<file path="src/rtl/cam_requester.sv">
// Serialising initiator for the CAM port: one command in, one CAM strobe, one response out.
// Optional hit/miss counters are enabled by defining CAM_REQUESTER_STATS_EN.
module cam_requester #(
    parameter int WIDTH      = 32,
    parameter int ADDR_WIDTH = 5,
    parameter int CAM_LAT    = 1
) (
    input  logic                  clk_i,
    input  logic                  rst_i,
`ifdef CAM_REQUESTER_STATS_EN
    input  logic                  stats_clear_i,
    output logic [15:0]           hit_count_o,
    output logic [15:0]           miss_count_o,
`endif
    input  logic                  cmd_valid_i,
    output logic                  cmd_ready_o,
    input  logic [1:0]            cmd_op_i,
    input  logic [ADDR_WIDTH-1:0] cmd_index_i,
    input  logic [WIDTH-1:0]      cmd_data_i,
    output logic                  rsp_valid_o,
    input  logic                  rsp_ready_i,
    output logic [1:0]            rsp_op_o,
    output logic                  rsp_hit_o,
    output logic                  rsp_err_o,
    output logic [WIDTH-1:0]      rsp_data_o,
    output logic [ADDR_WIDTH-1:0] rsp_index_o,
    output logic                  cam_read_enable_o,
    output logic [ADDR_WIDTH-1:0] cam_read_index_o,
    output logic                  cam_write_enable_o,
    output logic [ADDR_WIDTH-1:0] cam_write_index_o,
    output logic [WIDTH-1:0]      cam_write_data_o,
    output logic                  cam_search_enable_o,
    output logic [WIDTH-1:0]      cam_search_data_o,
    input  logic                  cam_read_valid_i,
    input  logic [WIDTH-1:0]      cam_read_value_i,
    input  logic                  cam_search_valid_i,
    input  logic [ADDR_WIDTH-1:0] cam_search_index_i
);

    localparam logic [1:0] S_IDLE  = 2'd0;
    localparam logic [1:0] S_ISSUE = 2'd1;
    localparam logic [1:0] S_WAIT  = 2'd2;
    localparam logic [1:0] S_RESP  = 2'd3;

    localparam logic [1:0] OP_RD  = 2'b00;
    localparam logic [1:0] OP_WR  = 2'b01;
    localparam logic [1:0] OP_SE  = 2'b10;
    localparam logic [1:0] OP_RSV = 2'b11;

    localparam logic [3:0] LAT_M1 = 4'(CAM_LAT - 1);

    logic [1:0]            r_state;
    logic [1:0]            r_op;
    logic [3:0]            r_cnt;
    logic                  r_cmd_ready;
    logic                  r_rsp_valid;
    logic [1:0]            r_rsp_op;
    logic                  r_rsp_hit;
    logic                  r_rsp_err;
    logic [WIDTH-1:0]      r_rsp_data;
    logic [ADDR_WIDTH-1:0] r_rsp_index;
    logic                  r_cam_re;
    logic [ADDR_WIDTH-1:0] r_cam_ri;
    logic                  r_cam_we;
    logic [ADDR_WIDTH-1:0] r_cam_wi;
    logic [WIDTH-1:0]      r_cam_wd;
    logic                  r_cam_se;
    logic [WIDTH-1:0]      r_cam_sd;

    always_ff @(posedge clk_i or negedge rst_i) begin
        if (!rst_i) begin
            r_state     <= S_IDLE;
            r_op        <= '0;
            r_cnt       <= '0;
            r_cmd_ready <= 1'b0;
            r_rsp_valid <= 1'b0;
            r_rsp_op    <= '0;
            r_rsp_hit   <= 1'b0;
            r_rsp_err   <= 1'b0;
            r_rsp_data  <= '0;
            r_rsp_index <= '0;
            r_cam_re    <= 1'b0;
            r_cam_ri    <= '0;
            r_cam_we    <= 1'b0;
            r_cam_wi    <= '0;
            r_cam_wd    <= '0;
            r_cam_se    <= 1'b0;
            r_cam_sd    <= '0;
        end else begin
            case (r_state)
                S_IDLE: begin
                    r_cmd_ready <= 1'b1;
                    if (cmd_valid_i && r_cmd_ready) begin
                        r_cmd_ready <= 1'b0;
                        r_op        <= cmd_op_i;
                        if (cmd_op_i == OP_RSV) begin
                            r_state     <= S_RESP;
                            r_rsp_valid <= 1'b1;
                            r_rsp_op    <= cmd_op_i;
                            r_rsp_err   <= 1'b1;
                            r_rsp_hit   <= 1'b0;
                            r_rsp_data  <= '0;
                            r_rsp_index <= '0;
                        end else begin
                            // Strobe and bus registers double as the latched command.
                            r_state  <= S_ISSUE;
                            r_cam_re <= (cmd_op_i == OP_RD);
                            r_cam_ri <= (cmd_op_i == OP_RD) ? cmd_index_i : '0;
                            r_cam_we <= (cmd_op_i == OP_WR);
                            r_cam_wi <= (cmd_op_i == OP_WR) ? cmd_index_i : '0;
                            r_cam_wd <= (cmd_op_i == OP_WR) ? cmd_data_i : '0;
                            r_cam_se <= (cmd_op_i == OP_SE);
                            r_cam_sd <= (cmd_op_i == OP_SE) ? cmd_data_i : '0;
                        end
                    end
                end
                S_ISSUE: begin
                    r_cam_re <= 1'b0;
                    r_cam_ri <= '0;
                    r_cam_we <= 1'b0;
                    r_cam_wi <= '0;
                    r_cam_wd <= '0;
                    r_cam_se <= 1'b0;
                    r_cam_sd <= '0;
                    r_cnt    <= LAT_M1;
                    r_state  <= S_WAIT;
                end
                S_WAIT: begin
                    if (r_cnt == '0) begin
                        r_state     <= S_RESP;
                        r_rsp_valid <= 1'b1;
                        r_rsp_op    <= r_op;
                        r_rsp_err   <= 1'b0;
                        r_rsp_hit   <= 1'b0;
                        r_rsp_data  <= '0;
                        r_rsp_index <= '0;
                        case (r_op)
                            OP_RD: begin
                                r_rsp_hit  <= cam_read_valid_i;
                                r_rsp_data <= cam_read_valid_i ? cam_read_value_i : '0;
                            end
                            OP_SE: begin
                                r_rsp_hit   <= cam_search_valid_i;
                                r_rsp_index <= cam_search_valid_i ? cam_search_index_i : '0;
                            end
                            default: r_rsp_hit <= 1'b1;
                        endcase
                    end else begin
                        r_cnt <= r_cnt - 4'd1;
                    end
                end
                S_RESP: begin
                    if (rsp_ready_i) begin
                        r_state     <= S_IDLE;
                        r_cmd_ready <= 1'b1;
                        r_rsp_valid <= 1'b0;
                        r_rsp_op    <= '0;
                        r_rsp_hit   <= 1'b0;
                        r_rsp_err   <= 1'b0;
                        r_rsp_data  <= '0;
                        r_rsp_index <= '0;
                    end
                end
                default: r_state <= S_IDLE;
            endcase
        end
    end

    assign cmd_ready_o         = r_cmd_ready;
    assign rsp_valid_o         = r_rsp_valid;
    assign rsp_op_o            = r_rsp_op;
    assign rsp_hit_o           = r_rsp_hit;
    assign rsp_err_o           = r_rsp_err;
    assign rsp_data_o          = r_rsp_data;
    assign rsp_index_o         = r_rsp_index;
    assign cam_read_enable_o   = r_cam_re;
    assign cam_read_index_o    = r_cam_ri;
    assign cam_write_enable_o  = r_cam_we;
    assign cam_write_index_o   = r_cam_wi;
    assign cam_write_data_o    = r_cam_wd;
    assign cam_search_enable_o = r_cam_se;
    assign cam_search_data_o   = r_cam_sd;

`ifdef CAM_REQUESTER_STATS_EN
    logic [15:0] r_hit_count;
    logic [15:0] r_miss_count;
    logic        w_count_evt;

    // Only read and search responses carry a meaningful hit/miss outcome.
    assign w_count_evt = (r_state == S_RESP) && rsp_ready_i &&
                         ((r_rsp_op == OP_RD) || (r_rsp_op == OP_SE));

    always_ff @(posedge clk_i or negedge rst_i) begin
        if (!rst_i) begin
            r_hit_count  <= '0;
            r_miss_count <= '0;
        end else if (stats_clear_i) begin
            r_hit_count  <= '0;
            r_miss_count <= '0;
        end else if (w_count_evt) begin
            if (r_rsp_hit) begin
                if (r_hit_count != '1) r_hit_count <= r_hit_count + 16'd1;
            end else begin
                if (r_miss_count != '1) r_miss_count <= r_miss_count + 16'd1;
            end
        end
    end

    assign hit_count_o  = r_hit_count;
    assign miss_count_o = r_miss_count;
`endif

endmodule

</file>
<file path="config.mk">
export PLATFORM = sky130hd
export DESIGN_NAME = cam_requester
export DESIGN_NICKNAME = d
export VERILOG_FILES = /design/src/rtl/cam_requester.sv
export SDC_FILE = /design/constraint.sdc
export NUM_CORES = 1
export LEC_CHECK = 0
export ABC_AREA = 1
export CORE_ASPECT_RATIO = 0.8
export CORE_UTILIZATION = 49
export DETAILED_ROUTE_END_ITERATION = 10
export PLACE_DENSITY = 0.89
export SLEW_MARGIN = 15
export SYNTH_ARGS = -nofsm -noshare
export SYNTH_HDL_FRONTEND = slang
export SYNTH_SLANG_ARGS = --single-unit
</file>
<file path="constraint.sdc">
create_clock -name clk_i -period 2.8 [get_ports clk_i]
set_input_delay 0.84 -clock clk_i [delete_from_list [all_inputs] [get_ports clk_i]]
set_output_delay 0.84 -clock clk_i [all_outputs]
set_load 0.01 [all_outputs]
</file>
======== Word-level counts from Yosys, hierarchy flattened ========
Index checks and enable logic that the tools add are counted.
word-level totals
  bits in writable memories ............... 0
  ROM bits ................................ 0
  register bits ........................... 128
  latch bits .............................. 0
  output and inout bits ................... 120
  bits of input ports ..................... 82
  memories kept ........................... 0
operators by class
  bitwise logic cells ..................... 0
  multiplexer cells ....................... 65
  div/mod/pow operators ................... 0
  multiply operators ...................... 0
  reductions and logical operators ........ 15
  shifts and indexed selects .............. 0
  magnitude comparators ................... 0
  add/subtract/negate cells ............... 1
  equal/unequal tests ..................... 13
operators with widths
  operator                                              number
  2-to-1 mux 32 bit                                     12
  one-hot mux 32 bit (2 select lines)                   2
  one-hot mux 32 bit (3 select lines)                   1
  2-to-1 mux 5 bit                                      12
  one-hot mux 5 bit (2 select lines)                    2
  2-to-1 mux 1 bit                                      16
  one-hot mux 5 bit (3 select lines)                    1
  2-to-1 mux 2 bit                                      7
  != test 2 bit (second input constant)                 6
  equality test 2 bit (second input constant)           5
  one-hot mux 1 bit (2 select lines)                    5
  one-hot mux 1 bit (3 select lines)                    3
  one-hot mux 2 bit (4 select lines)                    1
  one-hot mux 4 bit (2 select lines)                    1
  zero test 2 bit                                       3
  one-hot mux 2 bit (3 select lines)                    1
  AND reduction 2 bit                                   3
  AND reduction 3 bit                                   2
  nonzero test 2 bit                                    3
  AND reduction 5 bit                                   1
  equality test 2 x 1 -> 1 bit (second input constant)  2
  zero test 4 bit                                       1
  2-to-1 mux 4 bit                                      1
  subtractor 4 x 1 -> 4 bit (second input constant)     1
  other kinds (2)                                       2

======== Logic depth before layout (Yosys ltp) ========
  depth after elaboration ................. 5
  gate-level depth with buffers ........... 9
  gate-level depth less buffers ........... 8

======== Least setup slack after synthesis ========
OpenSTA, ideal clock, no wires.
  path kind ............................... input to register
  start ................................... input port cmd_op_i[0]
  end ..................................... register r_cam_sd[12] (netlist: cam_search_data_o[12])
  required time ........................... 2.734 ns
  slack ................................... 1.046 ns
  buffers on the path ..................... 1
  arrival ................................. 1.688 ns
  stages .................................. 4
  cell sequence ........................... nor3_1 -> clkbuf_1 -> nand3_1 -> nand2_1
between the ends
  longest elaborated chain between the ends .. 5
RTL lines
  what                                 RTL line  text
  start, declared                      17        input logic [1:0] cmd_op_i,
  equality test 2 bit                  113       r_cam_sd <= (cmd_op_i == OP_SE) ? cmd_data_i : '0;
  2-to-1 mux 32 bit                    113
  2-to-1 mux 32 bit                    96        if (cmd_op_i == OP_RSV) begin
  2-to-1 mux 32 bit                    93        if (cmd_valid_i && r_cmd_ready) begin
  one-hot mux 32 bit (2 select lines)  90        case (r_state)
  end signal, assigned                 113
  end, declared                        68        logic [WIDTH-1:0] r_cam_sd;
Several ways; a longest one is shown, not always the timed one. The select of a mux whose other input is x is not followed.
A chain may end at the register's enable or synchronous reset.

======== Worst setup path after layout ========
  start ................................... register r_cmd_ready (netlist: cmd_ready_o)
  end ..................................... output port cmd_ready_o
RTL lines
  what                    RTL line  text
  start, declared         55        logic r_cmd_ready;
  start signal, assigned  75        r_cmd_ready <= 1'b0;
  start signal, assigned  92        r_cmd_ready <= 1'b1;
  start signal, assigned  94        r_cmd_ready <= 1'b0;
  end, declared           16        output logic cmd_ready_o,
No word-level cell between the ends.

==> flow_summary_export.csv <==
group,metric,value,unit
run_status,outcome,"finished, final reports clean",
global_routing,grt_overflow,0,
cells_and_area,fillers,752,
floorplanning,core,11000,µm²
worst_setup_path,critPathSlowestCell,"clkdlybuf4s50_1",
power_and_ir_drop,ir_worst_vdd,0.000657,V
clock_network,postCtsHoldBufs,0,
global_routing,grt_pass1_wl,26000,µm
route,viasPerCell,5.23,
yosys,syn_nets,785,
cells_and_area,area_delta_synth_final,49.6,%
clock_network,clk_latency,0.42,ns
floorplanning,die_h,97.9,µm
worst_setup_path,required,1.96,ns
global_routing,busiest_layer,"met2",
cells_and_area,num_antenna_cells,0,
clock_network,htreeDepth,4,
global_routing,grt_use_total,27.9,%
clock_network,clkSinkCount,128,
route,drt-total-wl,15900,µm
global_routing,met2_usage,45.1,%
timing,fmax,449,MHz
floorplanning,placementRows,34,
timing,rsz0062_at_grt,"false",
yosys,ys_warn_count,0,
global_routing,grt_pass1_vias,5163,
hold_path,holdCritPathClass,"in2async",
cells_and_area,final_nets,974,
route,vias,5448,
global_routing,use_met1,37.4,%
route,ant_nets,0,
timing,holdWs,0.401,ns
timing,clock_skew,0.00763,ns
yosys,syn_area,5630,µm²
worst_setup_path,setup.worst_path.start_class,"flip-flop",
worst_setup_path,cp_top_family,"buffers and inverters",
clock_network,clock-root-buffer,"clkbuf_16",
clock_network,path_clk_slew,0.06,ns
route,post-route-drc-count,0,
clock_network,clock_path_buffers,2,
worst_setup_path,critical-path-max-stage-delay,0.57,ns
yosys,syn_avg_cell_area,8.10,µm²
yosys,ys_types,20,
flow_run,maxCapViolCount,0,
global_routing,grt_max_degree,78,
clock_network,post_cts_resized,0,
cells_and_area,multi_input_area,2200,µm²
timing,max_slew_margin,63.7,%
worst_setup_path,crit_type,"reg2out",
cells_and_area,stdcell_count,1041,
timing,tns,0,ns
yosys,ys_ff_latch,128,
power_and_ir_drop,p_leak,4.18,nW
floorplanning,io_pins,202,
route,first_pass_iters,5,
placed_design,gp_congestion,0.832,
worst_setup_path,crit_buf_inv,1,
timing,finalCritPeriodShare,79.5,%
placed_design,hpwl,10200,µm
route,wl_per_cell,15.3,µm
worst_setup_path,arrival,1.39,ns
timing,hold_viol_final,0,
global_routing,grtUsageMet3,5.02,%
timing,min_period,2.23,ns
cells_and_area,area.sequential,3200,µm²
cells_and_area,drive_above_1_share,5.69,%
placed_design,dp_cells,1009,
placed_design,port_buffers,201,
route,drtIter0Drc,557,
clock_network,cts-buffers-inserted,17,
clock_network,cts_setup_buffers,0,
worst_setup_path,end_kind,"primary output",
floorplanning,start_util,51.1,%
floorplanning,die_x,122,µm
yosys,ys_seq_area_share,56.9,%
clock_network,cts_tree,"done",
timing,worst_pin_slew,0.544,ns
power_and_ir_drop,powerDensity,1090,nW/µm²
worst_setup_path,crit_chain,"clkdlybuf4s50_1",
global_routing,antenna_found_initial,0,
timing,slew_violations,0,
timing,setup_viol,0,
yosys,synthCells,695,
floorplanning,dieArea,11900,µm²
worst_setup_path,path_max_fanout,4,
## report_power, final
group / total [mW] / internal, mW / switching, mW
clock network: 2.19 / 1.32 / 0.876
registers: 2.84 / 2.46 / 0.382
logic: 4.13 / 1.75 / 2.38
## cell usage in the layout, fill, tap and decap left out, types with 2 or more instances in the layout
| cell type | instances |
|---|---|
| inv_1 | 16 |
| clkinv_2 | 3 |
| nor3_2 | 2 |
| inv_6 | 5 |
| nor2_1 | 43 |
| bufinv_16 | 2 |
| clkdlybuf4s50_1 | 200 |
| ha_1 | 8 |
| nand4_1 | 4 |
| nand2_1 | 311 |
| clkbuf_16 | 17 |
| clkinvlp_4 | 4 |
| nand3_1 | 120 |
| o21ai_0 | 10 |
| dfrtp_1 | 128 |
| buf_4 | 7 |
| buf_12 | 7 |
## area by class of cell
cell class,count,area share [%]
Sequential cell,128,38.0
Inverter,17,0.758
Clock buffer,17,5.05
Tap cell,144,2.14
Clock inverter,15,1.87
Multi-Input combinational cell,506,26.1
Timing Repair Buffer,214,26.1
## Yosys cell counts
cell / number / share of area, %
a21oi_1: 2 / 0.18
o211ai_1: 1 / 0.13
buf_4: 1 / 0.13
dfrtp_1: 128 / 57
nor3_1: 3 / 0.27
xnor2_1: 1 / 0.16
nand4_1: 4 / 0.44
nand2_1: 311 / 21
nand3_1: 120 / 11
buf_2: 16 / 1.4
o22ai_2: 1 / 0.22
o21ai_0: 10 / 0.89
inv_1: 16 / 1.1
clkbuf_1: 26 / 1.7
inv_2: 1 / 0.067
ha_1: 8 / 1.8
buf_1: 1 / 0.067
a22o_1: 1 / 0.16
o21bai_1: 1 / 0.13
nor2_1: 43 / 2.9
## flip-flops by register name, indices dropped and copies added, names as in the netlist
register             flops
cam_read_enable_o        1
cam_read_index_o         5
cam_search_data_o       32
cam_search_enable_o      1
cam_write_data_o        32
cam_write_enable_o       1
cam_write_index_o        5
cmd_ready_o              1
r_cnt                    4
r_op                     2
r_state                  2
rsp_data_o              32
rsp_err_o                1
rsp_hit_o                1
rsp_index_o              5
rsp_op_o                 2
rsp_valid_o              1
## per-layer routing
metal  part of all wire, %  wire [µm]
met2                    48       7690
met5                     0          0
met3                   6.6       1050
met1                    43       6820
met4                   2.0        325
## cell families after synthesis
family / Yosys count / synth area share [%]
compound gates: 16 / 1.71
xor+xnor: 1 / 0.156
fa+ha+maj: 8 / 1.78
buf+inv: 61 / 4.49
flops: 128 / 56.9
simple gates: 481 / 35.0
## final timing paths
check | from | end | slack (ns) | depth (start not counted)
max | cmd_ready_o | cmd_ready_o | 0.57 | 1
min in group clk_i | rsp_op_o[0] | rsp_op_o[0] | 0.47 | 2
max reg2reg | r_state[0] | cam_write_data_o[23] | 0.78 | 7
min reg2reg | rsp_op_o[0] | rsp_op_o[0] | 0.47 | 2
max in group asynchronous | rst_i | rsp_hit_o | 1.75 | 2
min | rst_i | cam_search_data_o[11] | 0.40 | 1
## stage by stage
step / setup slack, ns / cell area (µm²) / utilization [%] / total power, mW
after global placement: 0.352 / 7840 / 71.1 / 6.88
after global routing: 0.538 / 8420 / 76.4 / 9.71
after floorplan: 1.05 / 5630 / - / 5.00
final: 0.573 / 8420 / 76.4 / 9.17
after CTS: 0.561 / 8420 / 76.4 / 9.19
after detailed placement: 0.287 / 7840 / 71.1 / 6.94
Power figures use the tool's default switching activity.
